--- src/rtl/draw_sequencer_pkg.sv ---
// Shared widths, client indices, FSM encoding and pixel payload for the draw sequencer.
package draw_pkg;

    localparam int unsigned X_W   = 9;
    localparam int unsigned Y_W   = 8;
    localparam int unsigned COL_W = 3;

    // Fixed draw order within a pass: lowest index is drawn first.
    localparam int unsigned CL_BG    = 0;
    localparam int unsigned CL_HUD   = 1;
    localparam int unsigned CL_LINK  = 2;
    localparam int unsigned CL_ENEMY = 3;

    typedef enum logic [1:0] {
        S_IDLE = 2'd0,
        S_DRAW = 2'd1,
        S_ACK  = 2'd2
    } state_t;

    typedef struct packed {
        logic [X_W-1:0]   x;
        logic [Y_W-1:0]   y;
        logic [COL_W-1:0] colour;
    } pixel_t;

    // Bits needed to hold values 0..count-1, never less than one bit.
    function automatic int unsigned width_of(input int unsigned count);
        int unsigned w;
        w = 1;
        if (count > 1) begin
            w = int'($clog2(count));
        end
        return w;
    endfunction

endpackage

--- src/rtl/draw_sequencer_if.sv ---
// Bus between the draw sequencer, its draw clients and the VGA adapter.
interface draw_sequencer_if #(
    parameter int unsigned N = 4
);
    import draw_pkg::*;

    logic                 frame_tick;
    logic [N-1:0]         client_done;
    logic [N-1:0]         client_write;
    logic [X_W*N-1:0]     client_x;
    logic [Y_W*N-1:0]     client_y;
    logic [COL_W*N-1:0]   client_colour;

    logic [N-1:0]         client_enable;
    logic [N-1:0]         client_ack;
    logic [X_W-1:0]       vga_x;
    logic [Y_W-1:0]       vga_y;
    logic [COL_W-1:0]     vga_colour;
    logic                 vga_write;
    logic                 frame_busy;
    logic                 frame_done;
    logic                 frame_overrun;
    logic                 client_timeout;

    // Sequencer side.
    modport master (
        input  frame_tick, client_done, client_write, client_x, client_y, client_colour,
        output client_enable, client_ack, vga_x, vga_y, vga_colour, vga_write,
               frame_busy, frame_done, frame_overrun, client_timeout
    );

    // Client / control side.
    modport slave (
        output frame_tick, client_done, client_write, client_x, client_y, client_colour,
        input  client_enable, client_ack, vga_x, vga_y, vga_colour, vga_write,
               frame_busy, frame_done, frame_overrun, client_timeout
    );

endinterface

--- src/rtl/draw_sequencer_pixel_mux.sv ---
// Registered N:1 pixel select; outputs a quiet (zero) pixel whenever no client is active.
module draw_pixel_mux
    import draw_pkg::*;
#(
    parameter int unsigned NUM_CLIENTS = 4,
    parameter int unsigned IDX_W       = 2
) (
    input  logic                          i_clock,
    input  logic                          i_reset,
    input  logic                          i_active,
    input  logic [IDX_W-1:0]              i_idx,
    input  logic [NUM_CLIENTS-1:0]        i_write,
    input  logic [X_W*NUM_CLIENTS-1:0]    i_x,
    input  logic [Y_W*NUM_CLIENTS-1:0]    i_y,
    input  logic [COL_W*NUM_CLIENTS-1:0]  i_colour,
    output logic [X_W-1:0]                o_x,
    output logic [Y_W-1:0]                o_y,
    output logic [COL_W-1:0]              o_colour,
    output logic                          o_write
);

    pixel_t w_sel_pixel;
    logic   w_sel_write;
    pixel_t r_pixel;
    logic   r_write;

    // Pick the indexed client's pixel and write strobe.
    always_comb begin
        w_sel_pixel = '0;
        w_sel_write = 1'b0;
        for (int i = 0; i < int'(NUM_CLIENTS); i++) begin
            if (i_idx == IDX_W'(i)) begin
                w_sel_pixel.x      = i_x[X_W*i +: X_W];
                w_sel_pixel.y      = i_y[Y_W*i +: Y_W];
                w_sel_pixel.colour = i_colour[COL_W*i +: COL_W];
                w_sel_write        = i_write[i];
            end
        end
    end

    // One-cycle pipeline stage toward the VGA adapter.
    always_ff @(posedge i_clock) begin
        if (i_reset || !i_active) begin
            r_pixel <= '0;
            r_write <= 1'b0;
        end else begin
            r_pixel <= w_sel_pixel;
            r_write <= w_sel_write;
        end
    end

    assign o_x      = r_pixel.x;
    assign o_y      = r_pixel.y;
    assign o_colour = r_pixel.colour;
    assign o_write  = r_write;

endmodule

--- src/rtl/draw_sequencer.sv ---
// Frame draw scheduler: walks the clients in index order once per frame tick,
// runs the enable / done / ack handshake and forwards the active client's pixels.
module draw_sequencer
    import draw_pkg::*;
#(
    parameter int unsigned NUM_CLIENTS    = 4,
    parameter int unsigned TIMEOUT_CYCLES = 131072
) (
    input  logic              i_clock,
    input  logic              i_reset,
    draw_sequencer_if.master  bus
);

    localparam int unsigned IDX_W = width_of(NUM_CLIENTS);
    localparam int unsigned WD_W  = width_of(TIMEOUT_CYCLES);

    localparam logic [IDX_W-1:0]       LAST_IDX = IDX_W'(NUM_CLIENTS - 1);
    localparam logic [WD_W-1:0]        WD_MAX   = WD_W'(TIMEOUT_CYCLES - 1);
    localparam logic [NUM_CLIENTS-1:0] ONE_HOT0 = NUM_CLIENTS'(1);

    state_t                   r_state;
    state_t                   w_state_nxt;
    logic [IDX_W-1:0]         r_idx;
    logic [IDX_W-1:0]         w_idx_nxt;
    logic [IDX_W-1:0]         w_idx_inc;
    logic [WD_W-1:0]          r_wdog;
    logic [WD_W-1:0]          w_wdog_nxt;
    logic                     w_wdog_hit;
    logic                     w_sel_done;

    logic [NUM_CLIENTS-1:0]   r_enable;
    logic [NUM_CLIENTS-1:0]   w_enable_nxt;
    logic [NUM_CLIENTS-1:0]   r_ack;
    logic [NUM_CLIENTS-1:0]   w_ack_nxt;
    logic                     r_busy;
    logic                     w_busy_nxt;
    logic                     r_done;
    logic                     w_done_nxt;
    logic                     r_overrun;
    logic                     w_overrun_nxt;
    logic                     r_timeout;
    logic                     w_timeout_nxt;

    logic                     w_mux_active;
    logic [X_W-1:0]           w_vga_x;
    logic [Y_W-1:0]           w_vga_y;
    logic [COL_W-1:0]         w_vga_colour;
    logic                     w_vga_write;

    assign w_idx_inc    = r_idx + IDX_W'(1);
    assign w_wdog_hit   = (r_wdog == WD_MAX);
    assign w_mux_active = (r_state == S_DRAW);

    // Done flag of the active client only; other clients' done flags are ignored.
    always_comb begin
        w_sel_done = 1'b0;
        for (int i = 0; i < int'(NUM_CLIENTS); i++) begin
            if (r_idx == IDX_W'(i)) begin
                w_sel_done = bus.client_done[i];
            end
        end
    end

    // State, index, watchdog and status registers.
    always_ff @(posedge i_clock) begin
        if (i_reset) begin
            r_state   <= S_IDLE;
            r_idx     <= '0;
            r_wdog    <= '0;
            r_enable  <= '0;
            r_ack     <= '0;
            r_busy    <= 1'b0;
            r_done    <= 1'b0;
            r_overrun <= 1'b0;
            r_timeout <= 1'b0;
        end else begin
            r_state   <= w_state_nxt;
            r_idx     <= w_idx_nxt;
            r_wdog    <= w_wdog_nxt;
            r_enable  <= w_enable_nxt;
            r_ack     <= w_ack_nxt;
            r_busy    <= w_busy_nxt;
            r_done    <= w_done_nxt;
            r_overrun <= w_overrun_nxt;
            r_timeout <= w_timeout_nxt;
        end
    end

    // Next state plus the next value of every registered handshake/status output,
    // so enable/ack line up exactly with the S_DRAW/S_ACK cycles.
    always_comb begin
        w_state_nxt   = r_state;
        w_idx_nxt     = r_idx;
        w_wdog_nxt    = r_wdog;
        w_enable_nxt  = '0;
        w_ack_nxt     = '0;
        w_busy_nxt    = 1'b0;
        w_done_nxt    = 1'b0;
        w_overrun_nxt = r_overrun | (bus.frame_tick && (r_state != S_IDLE));
        w_timeout_nxt = r_timeout;

        case (r_state)
            S_IDLE: begin
                if (bus.frame_tick) begin
                    w_state_nxt  = S_DRAW;
                    w_idx_nxt    = '0;
                    w_wdog_nxt   = '0;
                    w_enable_nxt = ONE_HOT0;
                    w_busy_nxt   = 1'b1;
                end
            end
            S_DRAW: begin
                w_busy_nxt = 1'b1;
                if (w_sel_done || w_wdog_hit) begin
                    w_state_nxt = S_ACK;
                    w_wdog_nxt  = '0;
                    w_ack_nxt   = ONE_HOT0 << r_idx;
                    if (!w_sel_done) begin
                        w_timeout_nxt = 1'b1;
                    end
                end else begin
                    w_wdog_nxt   = r_wdog + WD_W'(1);
                    w_enable_nxt = ONE_HOT0 << r_idx;
                end
            end
            S_ACK: begin
                if (r_idx == LAST_IDX) begin
                    w_state_nxt = S_IDLE;
                    w_idx_nxt   = '0;
                    w_done_nxt  = 1'b1;
                end else begin
                    w_state_nxt  = S_DRAW;
                    w_idx_nxt    = w_idx_inc;
                    w_enable_nxt = ONE_HOT0 << w_idx_inc;
                    w_busy_nxt   = 1'b1;
                end
            end
            default: begin
                w_state_nxt = S_IDLE;
                w_idx_nxt   = '0;
                w_wdog_nxt  = '0;
            end
        endcase
    end

    draw_pixel_mux #(
        .NUM_CLIENTS (NUM_CLIENTS),
        .IDX_W       (IDX_W)
    ) u_pixel_mux (
        .i_clock  (i_clock),
        .i_reset  (i_reset),
        .i_active (w_mux_active),
        .i_idx    (r_idx),
        .i_write  (bus.client_write),
        .i_x      (bus.client_x),
        .i_y      (bus.client_y),
        .i_colour (bus.client_colour),
        .o_x      (w_vga_x),
        .o_y      (w_vga_y),
        .o_colour (w_vga_colour),
        .o_write  (w_vga_write)
    );

    assign bus.client_enable  = r_enable;
    assign bus.client_ack     = r_ack;
    assign bus.frame_busy     = r_busy;
    assign bus.frame_done     = r_done;
    assign bus.frame_overrun  = r_overrun;
    assign bus.client_timeout = r_timeout;
    assign bus.vga_x          = w_vga_x;
    assign bus.vga_y          = w_vga_y;
    assign bus.vga_colour     = w_vga_colour;
    assign bus.vga_write      = w_vga_write;

endmodule
--- src/flat_wrapper.sv ---
// flat-port wrapper written by rule: the top's interface ports become plain ports
module draw_sequencer_flat import draw_pkg::*;
#(
    parameter int unsigned NUM_CLIENTS    = 4,
    parameter int unsigned TIMEOUT_CYCLES = 131072
)
  (i_clock, i_reset, bus_frame_tick, bus_client_done, bus_client_write, bus_client_x, bus_client_y, bus_client_colour, bus_client_enable, bus_client_ack, bus_vga_x, bus_vga_y, bus_vga_colour, bus_vga_write, bus_frame_busy, bus_frame_done, bus_frame_overrun, bus_client_timeout);
  draw_sequencer_if bus_i ();
  input  logic i_clock;
  input  logic i_reset;
  input wire logic [$bits(bus_i.frame_tick)-1:0] bus_frame_tick;
  input wire logic [$bits(bus_i.client_done)-1:0] bus_client_done;
  input wire logic [$bits(bus_i.client_write)-1:0] bus_client_write;
  input wire logic [$bits(bus_i.client_x)-1:0] bus_client_x;
  input wire logic [$bits(bus_i.client_y)-1:0] bus_client_y;
  input wire logic [$bits(bus_i.client_colour)-1:0] bus_client_colour;
  output wire logic [$bits(bus_i.client_enable)-1:0] bus_client_enable;
  output wire logic [$bits(bus_i.client_ack)-1:0] bus_client_ack;
  output wire logic [$bits(bus_i.vga_x)-1:0] bus_vga_x;
  output wire logic [$bits(bus_i.vga_y)-1:0] bus_vga_y;
  output wire logic [$bits(bus_i.vga_colour)-1:0] bus_vga_colour;
  output wire logic [$bits(bus_i.vga_write)-1:0] bus_vga_write;
  output wire logic [$bits(bus_i.frame_busy)-1:0] bus_frame_busy;
  output wire logic [$bits(bus_i.frame_done)-1:0] bus_frame_done;
  output wire logic [$bits(bus_i.frame_overrun)-1:0] bus_frame_overrun;
  output wire logic [$bits(bus_i.client_timeout)-1:0] bus_client_timeout;
  assign bus_i.frame_tick = bus_frame_tick;
  assign bus_i.client_done = bus_client_done;
  assign bus_i.client_write = bus_client_write;
  assign bus_i.client_x = bus_client_x;
  assign bus_i.client_y = bus_client_y;
  assign bus_i.client_colour = bus_client_colour;
  assign bus_client_enable = bus_i.client_enable;
  assign bus_client_ack = bus_i.client_ack;
  assign bus_vga_x = bus_i.vga_x;
  assign bus_vga_y = bus_i.vga_y;
  assign bus_vga_colour = bus_i.vga_colour;
  assign bus_vga_write = bus_i.vga_write;
  assign bus_frame_busy = bus_i.frame_busy;
  assign bus_frame_done = bus_i.frame_done;
  assign bus_frame_overrun = bus_i.frame_overrun;
  assign bus_client_timeout = bus_i.client_timeout;
  draw_sequencer #(.NUM_CLIENTS(NUM_CLIENTS), .TIMEOUT_CYCLES(TIMEOUT_CYCLES)) u_core (.i_clock(i_clock), .i_reset(i_reset), .bus(bus_i));
endmodule
--- config.mk ---
export PLATFORM = sky130hd
export DESIGN_NAME = draw_sequencer_flat
export DESIGN_NICKNAME = d
export VERILOG_FILES = /design/src/rtl/draw_sequencer_pkg.sv /design/src/rtl/draw_sequencer_if.sv /design/src/rtl/draw_sequencer_pixel_mux.sv /design/src/rtl/draw_sequencer.sv /design/src/flat_wrapper.sv
export SDC_FILE = /design/constraint.sdc
export NUM_CORES = 1
export LEC_CHECK = 0
export CORE_UTILIZATION = 30
export CTS_CLUSTER_DIAMETER = 100
export CTS_CLUSTER_SIZE = 30
export DETAILED_ROUTE_END_ITERATION = 6
export SETUP_SLACK_MARGIN = 0.15
export SLEW_MARGIN = 20
export SYNTH_ARGS = -nofsm -noshare
export SYNTH_HDL_FRONTEND = slang
export SYNTH_HIERARCHICAL = 1
export SYNTH_SLANG_ARGS = --single-unit
--- constraint.sdc ---
create_clock -name i_clock -period 2 [get_ports i_clock]
set_input_delay 0.3 -clock i_clock [delete_from_list [all_inputs] [get_ports i_clock]]
set_output_delay 0.3 -clock i_clock [all_outputs]
set_load 0.05 [all_outputs]
==> results.json, run 1 <==
{
  "first_global_vias": 2315,
  "crit_chain": "clkdlybuf4s50_1",
  "synth_top_cells_by_count": "54 x dfxtp_1, 42 x mux2i_1, 23 x o22ai_1",
  "wl_per_cell_um": 16.0,
  "hold_path.class": "flip-flop to flip-flop",
  "yosys.area_share.xor_xnor_pct": 2.35,
  "clock-sinks": 54,
  "rsz0062_at_grt": "true",
  "r2r-start": "u_core/r_wdog[0]",
  "cts_tree": "yes",
  "postSynth.asyncResetShare_pct": 0,
  "ff2ff_path_depth": 9,
  "placementRows": 33,
  "yosysTopAreaCell": "dfxtp_1",
  "num-nets-final": 491,
  "ctsHoldBuffers": 0,
  "end_kind": "output port",
  "crit_family": "buffers and inverters",
  "max_slew_margin_pct": 52.8,
  "grt_pass1_wl_um": 12100,
  "cp.required_ns": 1.70,
  "syn-num-nets": 364,
  "yosysUniqueCellTypes": 42,
  "max_freq_ghz": 0.564,
  "dieArea_um2": 9060,
  "hold_depth": 2,
  "routed_wl_um": 7970,
  "synth_area_leaders": "dfxtp_1 41%, mux2i_1 16%, o22ai_1 5.5%, ha_1 3.4%, a21oi_1 2.9%",
  "ioPinCount": 124,
  "grt_overflow": 0,
  "hp-start": "u_core/bus.frame_overrun",
  "critPathMaxFanout": 2,
  "synth-main-ff-cell": "dfxtp_1",
  "crit_arrival_ns": 1.47,
  "netlist_area_um2": 2600,
  "place_congestion": 0.763,
  "pwr_density_cell_nw_per_um2": 537,
  "cp_num_buf_inv": 1,
  "cts.path.max_buffers": 2,
  "path_class": "flip-flop to output port",
  "total_power_w": 0.00221,
  "holdPathEnd": "u_core/bus.frame_overrun",
  "post_cts_buffers": 0,
  "grtUsageTotal_pct": 17.5,
  "r2r_setup_slack_ns": 0.23,
  "grt_max_degree": 43,
  "worstMarginPinSlew_ns": 0.708,
  "io_buffers": 123,
  "core_um2": 8300,
  "period_needed_ns": 1.77,
  "drive_gt1_share_pct": 9.90,
  "antenna_found_initial": 0,
  "max-cap-violations": 0,
  "setup_violations": 0,
  "hpwl_um": 6140,
  "dr.pass1.iters": 4,
  "ctsHtreeMaxLevel": 2,
  "outcome": "completed",
  "synth-edff-count": 0,
  "cts_buffers": 5,
  "clk_pin_slew_ns": 0.10,
  "clockRootBuffer": "clkbuf_8",
  "diodes": 0,
  "netlist_instances": 266,
  "area_growth_pct": 57.9,
  "final.setup_skew_ns": 0.0112,
  "synth.most_common_cell": "dfxtp_1",
  "synthMuxAreaShare_pct": 16.1,
  "via_count": 2443,
  "ant_nets": 0,
  "insertion_delay_ns": 0.31,
  "die_w_um": 95.2,
  "slowest_delay_ns": 0.82,
  "yosysTopAreaCellShare_pct": 41.5,
  "die_h_um": 95.2,
  "reg2reg_to": "u_core/r_wdog[9]",
  "cts.repair.resized": 3,
  "period_share_pct": 88.7,
  "synthSimpleGateAreaFrac_pct": 13.0,
  "drc": 0,
  "synth_compound_area_share_pct": 18.0,
  "slew_viol_final": 0,
  "viasPerCell": 4.90,
  "yosysSeqAreaShare_pct": 41.5,
  "static-leakage-power_nw": 1.44,
  "synthAdderAreaFrac_pct": 3.36,
  "synth_top_family_by_area": "compound AO/OA/AOI/OAI gates",
  "setup_tns_ns": 0,
  "drtIter0Drc": 43,
  "startpoint_type": "flip-flop",
  "yosysWarnings": 6,
  "ir_worst_vdd_mv": 0.305,
  "slowest_stage": "clkdlybuf4s50_1",
  "hold_viol_final": 0,
  "synth.avg_cell_area_um2": 9.79,
  "start_util_pct": 31.4,
  "ys_ff_latch": 54
}
==> registers in the layout (all words and copies together) (netlist names), 2 cells and up <==
register                     count
u_core/r_state                   2
u_core/u_pixel_mux/o_y           8
u_core/r_idx                     2
u_core/r_wdog                   17
u_core/u_pixel_mux/o_colour      3
u_core/bus.client_enable         4
u_core/bus.client_ack            4
u_core/u_pixel_mux/o_x           9
==> through the flow <==
stage                     instances  cell area, µm²  hold slack [ns]  util [%]  setup WS [ns]
final                           499            4110            0.453      49.6          0.226
after global routing            499            4110            0.494      49.6          0.129
after CTS                       499            4090            0.457      49.3          0.175
after detailed placement        491            3990            0.441      48.1         0.0874
after global placement          491            3990            0.439      48.1          0.149
after floorplan                 266            2610            0.440         -          0.188
==> layout make-up <==
cell class,instances,area [µm²]
timing repair buffer,138,1360
fill,807,4190
inverter,12,45.0
clock inverter,3,21.3
sequential,54,1080
clock buffer,5,68.8
tap,105,131
multi-input combinational,182,1400
==> worst min-delay path, cell delays in order, from the launching register on <==
cell and delay [ns]:
dfxtp_1 0.32, inv_1 0.05, a21oi_1 0.05
==> cell families after synthesis <==
family	after synthesis
AO/OA/AOI/OAI	72
XOR/XNOR	7
adder cells (fa/ha/maj)	7
buffers and inverters	30
flip-flops	54
multiplexers	42
AND/OR/NAND/NOR	54
==> metal layers <==
metal  vias up  GRT usage, %  routed length, µm
met3         6          5.10                761
met2        81          29.9               3640
met5         -             0                  0
li1       1234             -                  -
met4         0          4.17                 70
met1      1122          21.4               3500
==> where the power goes <==
part	switching (W)	internal [W]	total, W	leakage (nW)
Clock	0.000368	0.000247	0.000615	0.0441
Sequential	0.0000117	0.00110	0.00111	0.439
Combinational	0.000215	0.000263	0.000478	0.960
==> how the worst max path moves through the flow <==
stage                              from  cells past startpoint  slack, ns                           to
3_3_place_gp             bus_frame_tick                      5       0.15            u_core/r_wdog[15]
3_5_place_dp             bus_frame_tick                      5       0.09            u_core/r_wdog[15]
2_1_floorplan           u_core/r_idx[1]                      7       0.19  u_core/bus.client_enable[0]
4_1_cts                u_core/r_wdog[0]                      9       0.17             u_core/r_wdog[9]
6_report       u_core/bus.frame_overrun                      1       0.23            bus_frame_overrun
5_1_grt                u_core/r_wdog[0]                      9       0.13            u_core/r_wdog[10]
==> placed cells by master, fill, tap and decap left out, types with 4 or more instances in the layout <==
master | Yosys | layout
mux2i_1 | 42 | 42
dfxtp_1 | 54 | 52
o2111ai_1 | 4 | 4
or3_1 | 6 | 6
o21ai_0 | 12 | 12
nor2_1 | 10 | 10
a21oi_1 | 15 | 14
nand3b_1 | 4 | 4
buf_4 | 4 | 12
xor2_1 | 7 | 7
clkbuf_8 | 0 | 5
clkdlybuf4s50_1 | 0 | 123
and2_1 | 5 | 4
nand3_1 | 6 | 5
inv_1 | 12 | 12
a22oi_1 | 7 | 6
o22ai_1 | 23 | 23
nand2_1 | 6 | 6
ha_1 | 7 | 6
(Power assumes the default switching activity.)
==> inputs of run 2 (changes only) <==
- CORE_UTILIZATION: 30 -> 41
- PLACE_DENSITY: not set -> 0.8
==> results.json, run 2 (same netlist as run 1, synthesis figures left out) <==
{
  "grtUsageTotal_pct": 21.9,
  "period_share_pct": 90.4,
  "slowest_stage": "a221o_1",
  "end_kind": "flip-flop",
  "grt_overflow": 0,
  "fillers": 485,
  "ff2ff_path_depth": 7,
  "max_freq_ghz": 0.553,
  "final.setup_skew_ns": 0.0122,
  "core_um2": 6030,
  "place_congestion": 0.798,
  "placementRows": 28,
  "wl_per_cell_um": 16.4,
  "holdPathEnd": "u_core/bus.frame_overrun",
  "largest_register_ff_count": 17,
  "sw_frac_of_total_pct": 25.3,
  "ant_nets": 0,
  "clock-sinks": 54,
  "ctsHtreeMaxLevel": 2,
  "path_class": "flip-flop to flip-flop",
  "die_w_um": 81.7,
  "top_register": "u_core/r_wdog",
  "clk_pin_slew_ns": 0.10,
  "grt_max_degree": 43,
  "slew_viol_final": 0,
  "dr.pass1.iters": 4,
  "r2r-start": "u_core/r_idx[1]",
  "grt_pass1_wl_um": 11000,
  "static-leakage-power_nw": 1.45,
  "seq_power_share_pct": 48.0,
  "max-cap-violations": 0,
  "max_slew_margin_pct": 54.1,
  "first_global_vias": 2280,
  "worstMarginPinSlew_ns": 0.688,
  "cts_buffers": 5,
  "cp.required_ns": 2.20,
  "layout_commonest_cell": "clkdlybuf4s50_1",
  "period_needed_ns": 1.81,
  "internal-power_w": 0.00174,
  "pwr-share-clk_pct": 31.9,
  "drc": 0,
  "cts_tree": "yes",
  "crit_arrival_ns": 2.01,
  "seq_area_um2": 1090,
  "ioPinCount": 124,
  "reg2reg_to": "u_core/bus.client_timeout",
  "hpwl_um": 5630,
  "hold_path.class": "flip-flop to flip-flop",
  "hold_depth": 2,
  "crit_chain": "inv_1, ha_1, nand3b_1, a221o_1, buf_4, a41oi_1, nor2_1",
  "routed_wl_um": 7630,
  "outcome": "completed",
  "antenna_found_initial": 0,
  "die_h_um": 81.7,
  "ir_worst_vdd_mv": 0.345,
  "dp_worst_setup_slack_ns": 0.0187,
  "final_cell_mix": "122 x clkdlybuf4s50_1, 51 x dfxtp_1, 42 x mux2i_1",
  "hold_viol_final": 0,
  "setup_violations": 0,
  "area_growth_pct": 56.9,
  "setup_tns_ns": 0,
  "drtIter0Drc": 96,
  "critPathMaxFanout": 6,
  "comb_power_share_pct": 20.1,
  "diodes": 0,
  "setup_slack_ns": 0.192,
  "via_count": 2477,
  "utilization_pct": 67.8,
  "r2r_setup_slack_ns": 0.19,
  "startpoint_type": "flip-flop",
  "viasPerCell": 5.32,
  "clockRootBuffer": "clkbuf_8",
  "io_buffers": 123,
  "hp-start": "u_core/bus.frame_overrun",
  "dieArea_um2": 6680,
  "ctsHoldBuffers": 0,
  "start_util_pct": 43.2,
  "insertion_delay_ns": 0.31,
  "pwr_density_cell_nw_per_um2": 569,
  "rsz0062_at_grt": "false",
  "drive_gt1_share_pct": 9.72,
  "switching_power_w": 0.000589,
  "num-nets-final": 488,
  "slowest_delay_ns": 0.42,
  "multi_input_comb_area_um2": 1400,
  "cts.path.max_buffers": 2
}
==> run 2: layout make-up <==
type                       count  share of cell area [%]
sequential                    54                    26.6
clock buffer                   5                    1.68
multi-input combinational    182                    34.4
tap                           75                    2.30
inverter                      12                    1.10
clock inverter                 3                    1.07
timing repair buffer         135                    32.9
==> run 2: worst max-delay path by stage <==
stage | start | endpoint | slack, ns | cells past startpoint
floorplan | u_core/r_idx[1] | u_core/bus.client_enable[0] | 0.19 | 7
global placement | bus_frame_tick | u_core/r_wdog[15] | 0.06 | 5
detailed placement | bus_frame_tick | u_core/r_wdog[14] | 0.02 | 5
CTS | u_core/r_wdog[0] | u_core/r_wdog[9] | 0.16 | 9
global route | u_core/r_idx[0] | u_core/r_wdog[13] | 0.14 | 7
finish | u_core/r_idx[1] | u_core/bus.client_timeout | 0.19 | 7
==> run 2: timing repair <==
| action | 4_1_cts | 5_1_grt |
|---|---|---|
| pin swaps | 0 | 1 |
| setup buffers | 0 | 2 |
| setup endpoints to repair | 20 | 24 |
| resized for setup | 5 | 6 |
==> run 2: stage by stage <==
step | power (W) | instances | hold slack, ns | area, µm²
after CTS | 0.00235 | 464 | 0.459 | 4050
after floorplan | 0.00136 | 266 | 0.440 | 2610
final | 0.00232 | 466 | 0.458 | 4090
after global placement | 0.00160 | 456 | 0.436 | 3930
after detailed placement | 0.00160 | 456 | 0.443 | 3930
after global routing | 0.00242 | 466 | 0.488 | 4090
==> run 2: power by group through the flow <==
stage	Sequential (W)	Clock, W	Combinational (W)
2_1_floorplan	0.00122	0	0.000140
3_3_place_gp	0.00114	0	0.000455
3_5_place_dp	0.00114	0	0.000463
4_1_cts	0.00112	0.000764	0.000466
5_1_grt	0.00112	0.000807	0.000496
6_report	0.00112	0.000741	0.000468
==> run 2: layer usage <==
metal | global-route usage [%] | share of wire (%) | vias to the layer above
li1 | - | - | 1226
met1 | 24.6 | 40 | 1148
met2 | 38.8 | 48 | 93
met3 | 6.33 | 9.6 | 10
met4 | 8.25 | 1.8 | 0
met5 | 0 | 0 | -
==> run 2: worst max-delay path, delay by kind of cell, from the launching register on <==
family | cells | cell delay (ns)
fa+ha+maj | 1 | 0.23
compound gates | 2 | 0.61
flops | 1 | 0.40
simple gates | 2 | 0.23
buf+inv | 2 | 0.24
==> inputs of run 3 (changes only) <==
- CORE_ASPECT_RATIO: not set -> 1.1
==> results.json, run 3 (same netlist as run 1, synthesis figures left out) <==
{
  "outcome": "completed",
  "drive_gt1_share_pct": 10.2,
  "clock-sinks": 54,
  "ant_nets": 0,
  "grt_max_degree": 43,
  "worstMarginPinSlew_ns": 0.683,
  "dp_cells": 463,
  "num-nets-final": 490,
  "grt_overflow": 0,
  "static-leakage-power_nw": 1.44,
  "drtIter0Drc": 123,
  "routed_wl_um": 8080,
  "cp.required_ns": 1.70,
  "crit_family": "buffers and inverters",
  "wl_per_cell_um": 17.1,
  "core_um2": 6160,
  "period_needed_ns": 1.81,
  "slew_viol_final": 0,
  "max_slew_margin_pct": 54.5,
  "finish.instance_area_um2": 4080,
  "ctsHtreeMaxLevel": 2,
  "grt_pass1_wl_um": 11800,
  "place_congestion": 0.797,
  "start_util_pct": 42.3,
  "end_kind": "output port",
  "hold_viol_final": 0,
  "clk_pin_slew_ns": 0.10,
  "whs_ns": 0.454,
  "io_buffers": 123,
  "via_count": 2500,
  "drc": 0,
  "fillers": 506,
  "hpwl_um": 6030,
  "period_share_pct": 90.3,
  "max_freq_ghz": 0.554,
  "fin_cells": 473,
  "area_growth_pct": 56.6,
  "ctsHoldBuffers": 0,
  "ff2ff_path_depth": 7,
  "pwr_density_cell_nw_per_um2": 540,
  "insertion_delay_ns": 0.31,
  "multi_input_comb_area_um2": 1410,
  "grtUsageTotal_pct": 22.9,
  "max-cap-violations": 0,
  "antenna_found_initial": 0,
  "cp_num_cells": 1,
  "path_class": "flip-flop to output port",
  "utilization_pct": 66.3,
  "crit_arrival_ns": 1.51,
  "hold_path.class": "flip-flop to flip-flop",
  "viasPerCell": 5.29,
  "place_area_um2": 3940,
  "final.setup_skew_ns": 0.0151,
  "cts_tree": "yes",
  "first_global_vias": 2326,
  "seq_area_um2": 1090,
  "largest_register_ff_count": 17,
  "layout_commonest_cell": "clkdlybuf4s50_1",
  "ioPinCount": 124,
  "diodes": 0,
  "slowest_stage": "clkdlybuf4s50_1",
  "clockRootBuffer": "clkbuf_8",
  "die_w_um": 78,
  "dr.pass1.iters": 4,
  "rsz0062_at_grt": "true",
  "setup_violations": 0,
  "cts.path.max_buffers": 2,
  "hold_depth": 2,
  "critPathMaxFanout": 1,
  "setup_tns_ns": 0,
  "cts_buffers": 5,
  "top_register": "u_core/r_wdog",
  "placementRows": 30,
  "die_h_um": 85.6,
  "crit_chain": "clkdlybuf4s50_1",
  "cp_num_buf_inv": 1,
  "final_cell_mix": "123 x clkdlybuf4s50_1, 51 x dfxtp_1, 42 x mux2i_1",
  "dieArea_um2": 6680,
  "startpoint_type": "flip-flop",
  "ir_worst_vdd_mv": 0.420,
  "slowest_delay_ns": 0.82
}
-- run 3: cell types whose count changed in the layout (fill, tap and decap cells not counted), sizes merged --
cell | before | now
buf | 13 | 14
bufinv | 1 | 0
clkbuf | 5 | 6
clkdlybuf4s50 | 122 | 123
clkinv | 1 | 2
inv | 13 | 12
-- run 3: final timing paths --
kind	end	slack (ns)	startpoint
worst max register to register	u_core/r_wdog[13]	0.21	u_core/r_idx[1]
worst min-delay path	u_core/bus.frame_overrun	0.45	u_core/bus.frame_overrun
worst max-delay path	bus_vga_x[5]	0.19	u_core/u_pixel_mux/o_x[5]
worst min register to register	u_core/bus.frame_overrun	0.45	u_core/bus.frame_overrun
-- run 3: where the power goes --
part,internal [W],leakage [nW],switching (W)
logic,0.000260,0.955,0.000222
clock network,0.000248,0.0452,0.000361
registers,0.00110,0.440,0.0000120
total,0.00161,1.44,0.000595
-- run 3: cell type report --
class / count / area share, %
Clock buffer: 6 / 1.78
Multi-Input combinational cell: 182 / 34.6
Tap cell: 80 / 2.45
Clock inverter: 2 / 0.337
Timing Repair Buffer: 137 / 33.1
Inverter: 12 / 1.10
Sequential cell: 54 / 26.7
-- run 3: per-stage QoR --
stage	power, W	setup slack, ns
3_3_place_gp	0.00160	0.104
5_1_grt	0.00230	0.143
3_5_place_dp	0.00161	0.0796
2_1_floorplan	0.00136	0.188
4_1_cts	0.00221	0.166
6_report	0.00220	0.194
-- run 3: repair_timing --
action                     in CTS  in global routing
buffers inserted                0                  2
setup endpoints to repair      21                 23
pin swaps                       0                  1
gates resized for setup         2                 12
-- run 3: routing by layer --
metal / global-route usage (%) / routed length [µm] / vias up
met4: 5.39 / 73 / 0
met1: 27.4 / 3300 / 1173
met2: 40.1 / 4000 / 91
li1: - / - / 1229
met5: 0 / 0 / -
met3: 7.13 / 707 / 7
